<file path="src/rtl/vga_fifo_line_reader_if.sv">
`timescale 1ns/1ps
// Pixel FIFO read port plus the line-load request channel toward the SDRAM-side loader.
interface vga_fifo_line_reader_if;
   logic [7:0]  iFIFO_RDATA;
   logic        iFIFO_EMPTY;
   logic        oFIFO_REN;
   logic [12:0] oVGA_LINE_TO_LOAD;
   logic        oVGA_LOAD_TO_FIFO_REQ;

   modport master (
      input  iFIFO_RDATA,
      input  iFIFO_EMPTY,
      output oFIFO_REN,
      output oVGA_LINE_TO_LOAD,
      output oVGA_LOAD_TO_FIFO_REQ
   );

   modport slave (
      output iFIFO_RDATA,
      output iFIFO_EMPTY,
      input  oFIFO_REN,
      input  oVGA_LINE_TO_LOAD,
      input  oVGA_LOAD_TO_FIFO_REQ
   );
endinterface

</file>
<file path="src/rtl/vga_fifo_line_reader.sv">
`timescale 1ns/1ps
// VGA raster generator draining a show-ahead per-line pixel FIFO; requests the next line in h-blank.
// Optional macro VGA_READER_VFLUSH_EN: discard leftover FIFO words during the first vertical-blank line.
module vga_fifo_line_reader #(
   parameter int         H_ACTIVE      = 1280,
   parameter int         H_FP          = 48,
   parameter int         H_SYNC        = 112,
   parameter int         H_BP          = 248,
   parameter int         V_ACTIVE      = 1024,
   parameter int         V_FP          = 1,
   parameter int         V_SYNC        = 3,
   parameter int         V_BP          = 38,
   parameter int         REQ_LEN       = 4,
   parameter logic       SYNC_POL      = 1'b1,
   parameter logic [7:0] UNDERFLOW_PIX = 8'h00
) (
   input  logic                          iCLK,
   input  logic                          iRST_N,
   vga_fifo_line_reader_if.master        fifoBus,
   output logic                          oHS,
   output logic                          oVS,
   output logic                          oBLANK_N,
   output logic [7:0]                    oPIXEL,
   input  logic                          iUNDERFLOW_CLR,
   output logic                          oUNDERFLOW
);

   localparam logic [12:0] H_LAST   = 13'(H_ACTIVE + H_FP + H_SYNC + H_BP - 1);
   localparam logic [12:0] H_ACT    = 13'(H_ACTIVE);
   localparam logic [12:0] HS_START = 13'(H_ACTIVE + H_FP);
   localparam logic [12:0] HS_END   = 13'(H_ACTIVE + H_FP + H_SYNC);
   localparam logic [12:0] REQ_END  = 13'(H_ACTIVE + REQ_LEN);
   localparam logic [12:0] V_LAST   = 13'(V_ACTIVE + V_FP + V_SYNC + V_BP - 1);
   localparam logic [12:0] V_ACT    = 13'(V_ACTIVE);
   localparam logic [12:0] VS_START = 13'(V_ACTIVE + V_FP);
   localparam logic [12:0] VS_END   = 13'(V_ACTIVE + V_FP + V_SYNC);

   logic [12:0] hcnt_q, hcnt_d;
   logic [12:0] vcnt_q, vcnt_d;
   logic [12:0] line_q, line_d;
   logic [12:0] nxtLine;
   logic        req_q, req_d;
   logic        hs_q, hs_d;
   logic        vs_q, vs_d;
   logic        blank_q, blank_d;
   logic [7:0]  pixel_q, pixel_d;
   logic        underflow_q, underflow_d;
   logic        active;
   logic        hsRegion;
   logic        vsRegion;
   logic        flushLine;
   logic        fifoEmpty;

   assign fifoEmpty = fifoBus.iFIFO_EMPTY;

`ifdef VGA_READER_VFLUSH_EN
   assign flushLine = (vcnt_q == V_ACT);
`else
   assign flushLine = 1'b0;
`endif

   // Raster position, derived regions and the next-state of every registered output.
   always_comb begin
      nxtLine     = (vcnt_q == V_LAST) ? 13'd0 : vcnt_q + 13'd1;
      active      = (hcnt_q < H_ACT) && (vcnt_q < V_ACT);
      hsRegion    = (hcnt_q >= HS_START) && (hcnt_q < HS_END);
      vsRegion    = (vcnt_q >= VS_START) && (vcnt_q < VS_END);

      hcnt_d      = hcnt_q + 13'd1;
      vcnt_d      = vcnt_q;
      if (hcnt_q == H_LAST) begin
         hcnt_d = 13'd0;
         vcnt_d = nxtLine;
      end

      // A window starting at H_ACTIVE, once registered, lands on H_ACTIVE+1..H_ACTIVE+REQ_LEN.
      req_d       = (hcnt_q >= H_ACT) && (hcnt_q < REQ_END) && (nxtLine < V_ACT);
      line_d      = line_q;
      if ((hcnt_q == H_ACT) && (nxtLine < V_ACT)) begin
         line_d = nxtLine;
      end

      hs_d        = hsRegion ? SYNC_POL : ~SYNC_POL;
      vs_d        = vsRegion ? SYNC_POL : ~SYNC_POL;
      blank_d     = active;

      pixel_d     = 8'h00;
      underflow_d = iUNDERFLOW_CLR ? 1'b0 : underflow_q;
      if (active) begin
         if (fifoEmpty) begin
            pixel_d     = UNDERFLOW_PIX;
            underflow_d = 1'b1;
         end else begin
            pixel_d     = fifoBus.iFIFO_RDATA;
         end
      end
   end

   always_ff @(posedge iCLK or negedge iRST_N) begin
      if (!iRST_N) begin
         hcnt_q      <= 13'd0;
         vcnt_q      <= 13'd0;
         line_q      <= 13'd0;
         req_q       <= 1'b0;
         hs_q        <= ~SYNC_POL;
         vs_q        <= ~SYNC_POL;
         blank_q     <= 1'b0;
         pixel_q     <= 8'h00;
         underflow_q <= 1'b0;
      end else begin
         hcnt_q      <= hcnt_d;
         vcnt_q      <= vcnt_d;
         line_q      <= line_d;
         req_q       <= req_d;
         hs_q        <= hs_d;
         vs_q        <= vs_d;
         blank_q     <= blank_d;
         pixel_q     <= pixel_d;
         underflow_q <= underflow_d;
      end
   end

   // The read strobe follows the live counters; the reset term keeps it quiet while the raster is held.
   assign fifoBus.oFIFO_REN             = iRST_N && !fifoEmpty && (active || flushLine);
   assign fifoBus.oVGA_LINE_TO_LOAD     = line_q;
   assign fifoBus.oVGA_LOAD_TO_FIFO_REQ = req_q;
   assign oHS                           = hs_q;
   assign oVS                           = vs_q;
   assign oBLANK_N                      = blank_q;
   assign oPIXEL                        = pixel_q;
   assign oUNDERFLOW                    = underflow_q;

endmodule

</file>
<file path="src/flat_wrapper.sv">
// flat-port wrapper written by rule: the top's interface ports become plain ports
module vga_fifo_line_reader_flat 
#(
   parameter int         H_ACTIVE      = 1280,
   parameter int         H_FP          = 48,
   parameter int         H_SYNC        = 112,
   parameter int         H_BP          = 248,
   parameter int         V_ACTIVE      = 1024,
   parameter int         V_FP          = 1,
   parameter int         V_SYNC        = 3,
   parameter int         V_BP          = 38,
   parameter int         REQ_LEN       = 4,
   parameter logic       SYNC_POL      = 1'b1,
   parameter logic [7:0] UNDERFLOW_PIX = 8'h00
)
  (iCLK, iRST_N, oHS, oVS, oBLANK_N, oPIXEL, iUNDERFLOW_CLR, oUNDERFLOW, fifoBus_iFIFO_RDATA, fifoBus_iFIFO_EMPTY, fifoBus_oFIFO_REN, fifoBus_oVGA_LINE_TO_LOAD, fifoBus_oVGA_LOAD_TO_FIFO_REQ);
  vga_fifo_line_reader_if fifoBus_i ();
  input  logic iCLK;
  input  logic iRST_N;
  output logic oHS;
  output logic oVS;
  output logic oBLANK_N;
  output logic [7:0] oPIXEL;
  input  logic iUNDERFLOW_CLR;
  output logic oUNDERFLOW;
  input wire logic [$bits(fifoBus_i.iFIFO_RDATA)-1:0] fifoBus_iFIFO_RDATA;
  input wire logic [$bits(fifoBus_i.iFIFO_EMPTY)-1:0] fifoBus_iFIFO_EMPTY;
  output wire logic [$bits(fifoBus_i.oFIFO_REN)-1:0] fifoBus_oFIFO_REN;
  output wire logic [$bits(fifoBus_i.oVGA_LINE_TO_LOAD)-1:0] fifoBus_oVGA_LINE_TO_LOAD;
  output wire logic [$bits(fifoBus_i.oVGA_LOAD_TO_FIFO_REQ)-1:0] fifoBus_oVGA_LOAD_TO_FIFO_REQ;
  assign fifoBus_i.iFIFO_RDATA = fifoBus_iFIFO_RDATA;
  assign fifoBus_i.iFIFO_EMPTY = fifoBus_iFIFO_EMPTY;
  assign fifoBus_oFIFO_REN = fifoBus_i.oFIFO_REN;
  assign fifoBus_oVGA_LINE_TO_LOAD = fifoBus_i.oVGA_LINE_TO_LOAD;
  assign fifoBus_oVGA_LOAD_TO_FIFO_REQ = fifoBus_i.oVGA_LOAD_TO_FIFO_REQ;
  vga_fifo_line_reader #(.H_ACTIVE(H_ACTIVE), .H_FP(H_FP), .H_SYNC(H_SYNC), .H_BP(H_BP), .V_ACTIVE(V_ACTIVE), .V_FP(V_FP), .V_SYNC(V_SYNC), .V_BP(V_BP), .REQ_LEN(REQ_LEN), .SYNC_POL(SYNC_POL), .UNDERFLOW_PIX(UNDERFLOW_PIX)) u_core (.iCLK(iCLK), .iRST_N(iRST_N), .fifoBus(fifoBus_i), .oHS(oHS), .oVS(oVS), .oBLANK_N(oBLANK_N), .oPIXEL(oPIXEL), .iUNDERFLOW_CLR(iUNDERFLOW_CLR), .oUNDERFLOW(oUNDERFLOW));
endmodule
</file>
<file path="config.mk">
export PLATFORM = sky130hd
export DESIGN_NAME = vga_fifo_line_reader_flat
export DESIGN_NICKNAME = d
export VERILOG_FILES = /design/src/rtl/vga_fifo_line_reader_if.sv /design/src/rtl/vga_fifo_line_reader.sv /design/src/flat_wrapper.sv
export SDC_FILE = /design/constraint.sdc
export NUM_CORES = 1
export LEC_CHECK = 0
export BUFFER_PORTS_ARGS = -buffer_cell sky130_fd_sc_hd__buf_2
export CAP_MARGIN = 20
export CORE_MARGIN = 1.5
export CORE_UTILIZATION = 56
export DETAILED_ROUTE_END_ITERATION = 8
export GPL_TIMING_DRIVEN = 0
export PLACE_DENSITY = 0.79
export SLEW_MARGIN = 30
export SYNTH_ARGS = -nofsm -noshare
export SYNTH_HDL_FRONTEND = slang
export SYNTH_SLANG_ARGS = --single-unit
export TNS_END_PERCENT = 20
</file>
<file path="constraint.sdc">
create_clock -name iCLK -period 3.4 [get_ports iCLK]
set_clock_uncertainty 0.2 [all_clocks]
set_input_delay 0 -clock iCLK [delete_from_list [all_inputs] [get_ports iCLK]]
set_output_delay 0 -clock iCLK [all_outputs]
set_load 0.05 [all_outputs]
</file>
==> impl_metrics.tcl <==
set metrics [dict create \
    status "completed" \
    path_buf_inv 2 \
    switching_share 0.240 \
    htreeDepth 2 \
    start_util 0.592 \
    vias 1830 \
    synthAdderAreaFrac 0.0155 \
    drv_slew 0 \
    rrSetupSlack_ns 0.62 \
    total_power_w 0.00107 \
    antenna_found_initial 0 \
    timing.rr.end "u_core.fifoBus.oVGA_LINE_TO_LOAD[9]$_DFFE_PN0P_" \
    clockRootBuffer "clkbuf_8" \
    hold_path.class "in2async" \
    grt_max_degree 54 \
    die_w_um 68.8 \
    finalCriticalPeriod_ns 2.78 \
    crit_type "reg2reg" \
    critical_path.endpoint "u_core.fifoBus.oVGA_LINE_TO_LOAD[9]$_DFFE_PN0P_" \
    tightestPinTransition_ns 0.655 \
    io_buffers 38 \
    drcViolationCount 0 \
    worst-path-stages 7 \
    syn-cell-area_sq_um 2420 \
    synth.yosys.seq_area_share 0.537 \
    drt-vias-per-instance 5.43 \
    crit_fanout 10 \
    cts_setup_buffers 0 \
    synth-simple-area-share 0.233 \
    power_frac_clock 0.349 \
    drtIter0Drc 115 \
    synthCells 222 \
    drive_gt1_frac 0.206 \
    layout_setup_ws_ns 0.617 \
    clk_pin_slew_ns 0.10 \
    num_rows 23 \
    first_pass_iters 4 \
    routabilityCongestion 0.863 \
    cp_slowest_cell "nor4_1" \
    hpwl_um 3050 \
    clock-sinks 52 \
    maxCapViolCount 0 \
    cp.arrival_ns 2.77 \
    synth_xor_area_frac 0.0904 \
    wl_per_cell_um 14.7 \
    end_kind "register" \
    path_cells "clkbuf_1 > nand3_1 > nor4_1 > xor2_1 > nor4b_4 > buf_6 > mux2_1" \
    worstSkewPairLatency_ns 0.31 \
    grt_usage 0.243 \
    slew_headroom 0.563 \
    total_leakage_power_nw 1.46 \
    p_int_w 0.000815 \
    grt_remaining_overflow 0 \
    reg2reg_from "u_core.vcnt_q[5]$_DFFE_PN0N_" \
    pre_cts_ws_ns 0.627 \
    cts_tree "built" \
    r2r_cells 7 \
    post_dp_cell_area_sq_um 2680 \
    startpoint_type "register" \
    die_area_sq_um 4730 \
    final-hold-violation-count 0 \
    postSynthAreaPerCell_sq_um 10.9 \
    synth_compound_area_frac 0.0450 \
    grt_pass1_wl_um 8320 \
    numCtsBuffers 5 \
    fin_crit_sh 0.818 \
    setup_tns_ns 0 \
    synth_cell_types 36 \
    cp.required_ns 3.39 \
    switching_power_w 0.000257 \
    cts_buffer_depth 2 \
    ir_drop_v 0.000198 \
    crit_family "simple AND/OR/NAND/NOR gates" \
    final_cell_area_sq_um 2960 \
    synthToLayoutAreaGrowth_pct 22.4 \
    cpPeakStageDelay_ns 0.41 \
    nets 301 \
    synthMuxAreaShare 0.0558 \
    yosys_warnings 0 \
    comb_power_share 0.068 \
    num_antenna_cells 0 \
    synth_fp_nets 237 \
    grt_setup_unrepaired "false" \
    synth_top_family_by_area "simple AND/OR/NAND/NOR gates" \
    wirelength_um 4970 \
    pwr-share-seq 0.583 \
    setup_viol 0 \
    grt_pass1_vias 1776 \
    ys_ff_latch 52 \
    critPathLaunch "u_core.vcnt_q[5]$_DFFE_PN0N_" \
    whs_ns 0.0438 \
    core-area_sq_um 4090 \
    fmaxAchievable_mhz 359 \
    die_h_um 68.8 \
    drtAntennaViolNets 0 \
    io_pins 39 \
    cellPowerDensity_nw_per_um2 362 \
]
## cell type report
type | count | area (sq um)
clock buffer | 6 | 82.6
clock inverter | 2 | 15.0
sequential | 52 | 1300
inverter | 3 | 11.3
tap | 50 | 62.6
fill | 308 | 1120
timing repair buffer | 57 | 383
multi-input combinational | 157 | 1060
buffer | 10 | 45.0
## cell usage after synthesis
master,instances,area share
nand2b_1,1,0.0026
xnor2_1,9,0.033
mux2_2,5,0.023
a21oi_1,2,0.0041
buf_6,1,0.0047
o21a_1,1,0.0031
nand3_1,11,0.023
and4_1,1,0.0036
nand2_1,15,0.023
nand4_1,4,0.010
or4b_4,1,0.0057
and2_1,10,0.026
or3_1,5,0.013
xor2_1,16,0.058
and3_1,3,0.0078
dfrtp_1,52,0.54
a21o_1,1,0.0031
a211oi_1,1,0.0031
o31ai_1,2,0.0062
nor3_1,11,0.023
or2_2,3,0.0078
nor4_4,1,0.0088
nand4b_1,1,0.0036
nor2_1,20,0.031
nor4bb_1,1,0.0041
nor4_1,4,0.010
o21ai_0,8,0.017
and4b_1,1,0.0041
mux2_1,7,0.033
a211oi_2,1,0.0052
ha_1,3,0.016
inv_1,3,0.0047
nor4b_4,1,0.0098
clkbuf_1,9,0.014
o41ai_1,1,0.0036
nor2b_1,6,0.016
## how the worst min path moves through the flow
stage	to	slack, ns	cells after the start
global route	u_core.hcnt_q[0]$_DFF_PN0_	0.12	2
floorplan	u_core.fifoBus.oVGA_LINE_TO_LOAD[0]$_DFFE_PN0P_	-0.50	0
CTS	u_core.hcnt_q[0]$_DFF_PN0_	0.07	2
finish	u_core.hcnt_q[4]$_DFF_PN0_	0.04	2
global placement	u_core.oUNDERFLOW$_DFF_PN0_	-0.006	2
detailed placement	u_core.hcnt_q[0]$_DFF_PN0_	-0.12	1
## logic make-up (layout without fill, tap and decap cells)
| family | count (synthesis) | count (layout) |
|---|---|---|
| compound gates | 17 | 17 |
| xor+xnor | 25 | 25 |
| fa+ha+maj | 3 | 3 |
| buf+inv | 13 | 78 |
| flops | 52 | 52 |
| mux | 12 | 12 |
| simple gates | 100 | 100 |
## what timing repair did
action | CTS | global route
hold buffers | 19 | 0
resized for setup | 0 | 0
hold endpoints to repair | 61 | 0
## through the flow
step,utilization,cells
2_1_floorplan,-,222
5_1_grt,0.725,337
4_1_cts,0.725,337
3_3_place_gp,0.654,310
6_report,0.725,337
3_5_place_dp,0.655,310
## flip-flops by register name, summed over array words and instances, names as in the netlist
register,flops
u_core.oVS,1
u_core.oHS,1
u_core.hcnt_q,13
u_core.fifoBus.oVGA_LINE_TO_LOAD,13
u_core.oBLANK_N,1
u_core.vcnt_q,13
u_core.oUNDERFLOW,1
u_core.fifoBus.oVGA_LOAD_TO_FIFO_REQ,1
u_core.oPIXEL,8
## placed cells by master (no fill, tap or decap), drive strengths merged, types with 4 or more instances in the layout
master,netlist,layout
clkbuf,9,15
o21ai,8,8
dlygate4sd3,0,19
dfrtp,52,52
nor4,5,5
nor3,11,11
buf,1,39
nor2b,6,6
nand2,15,15
nor2,20,20
and2,10,10
xnor2,9,9
nand3,11,11
mux2,12,12
xor2,16,16
or3,5,5
nand4,4,4
## metal layers
metal	vias to the layer above	GRT usage	share of wire
met3	6	0.0487	0.044
li1	890	-	-
met2	53	0.405	0.47
met4	0	0.0760	0.014
met1	881	0.319	0.47
met5	-	0	0
## power by group through the flow
stage | Clock (W) | Sequential (W) | Combinational [W]
after floorplan | 0 | 0.000658 | 0.00000734
after global placement | 0 | 0.000637 | 0.0000533
after detailed placement | 0 | 0.000637 | 0.0000541
after CTS | 0.000379 | 0.000625 | 0.0000710
after global routing | 0.000402 | 0.000626 | 0.0000787
final | 0.000375 | 0.000625 | 0.0000725
Note: power is estimated with default switching activity, not from simulation.
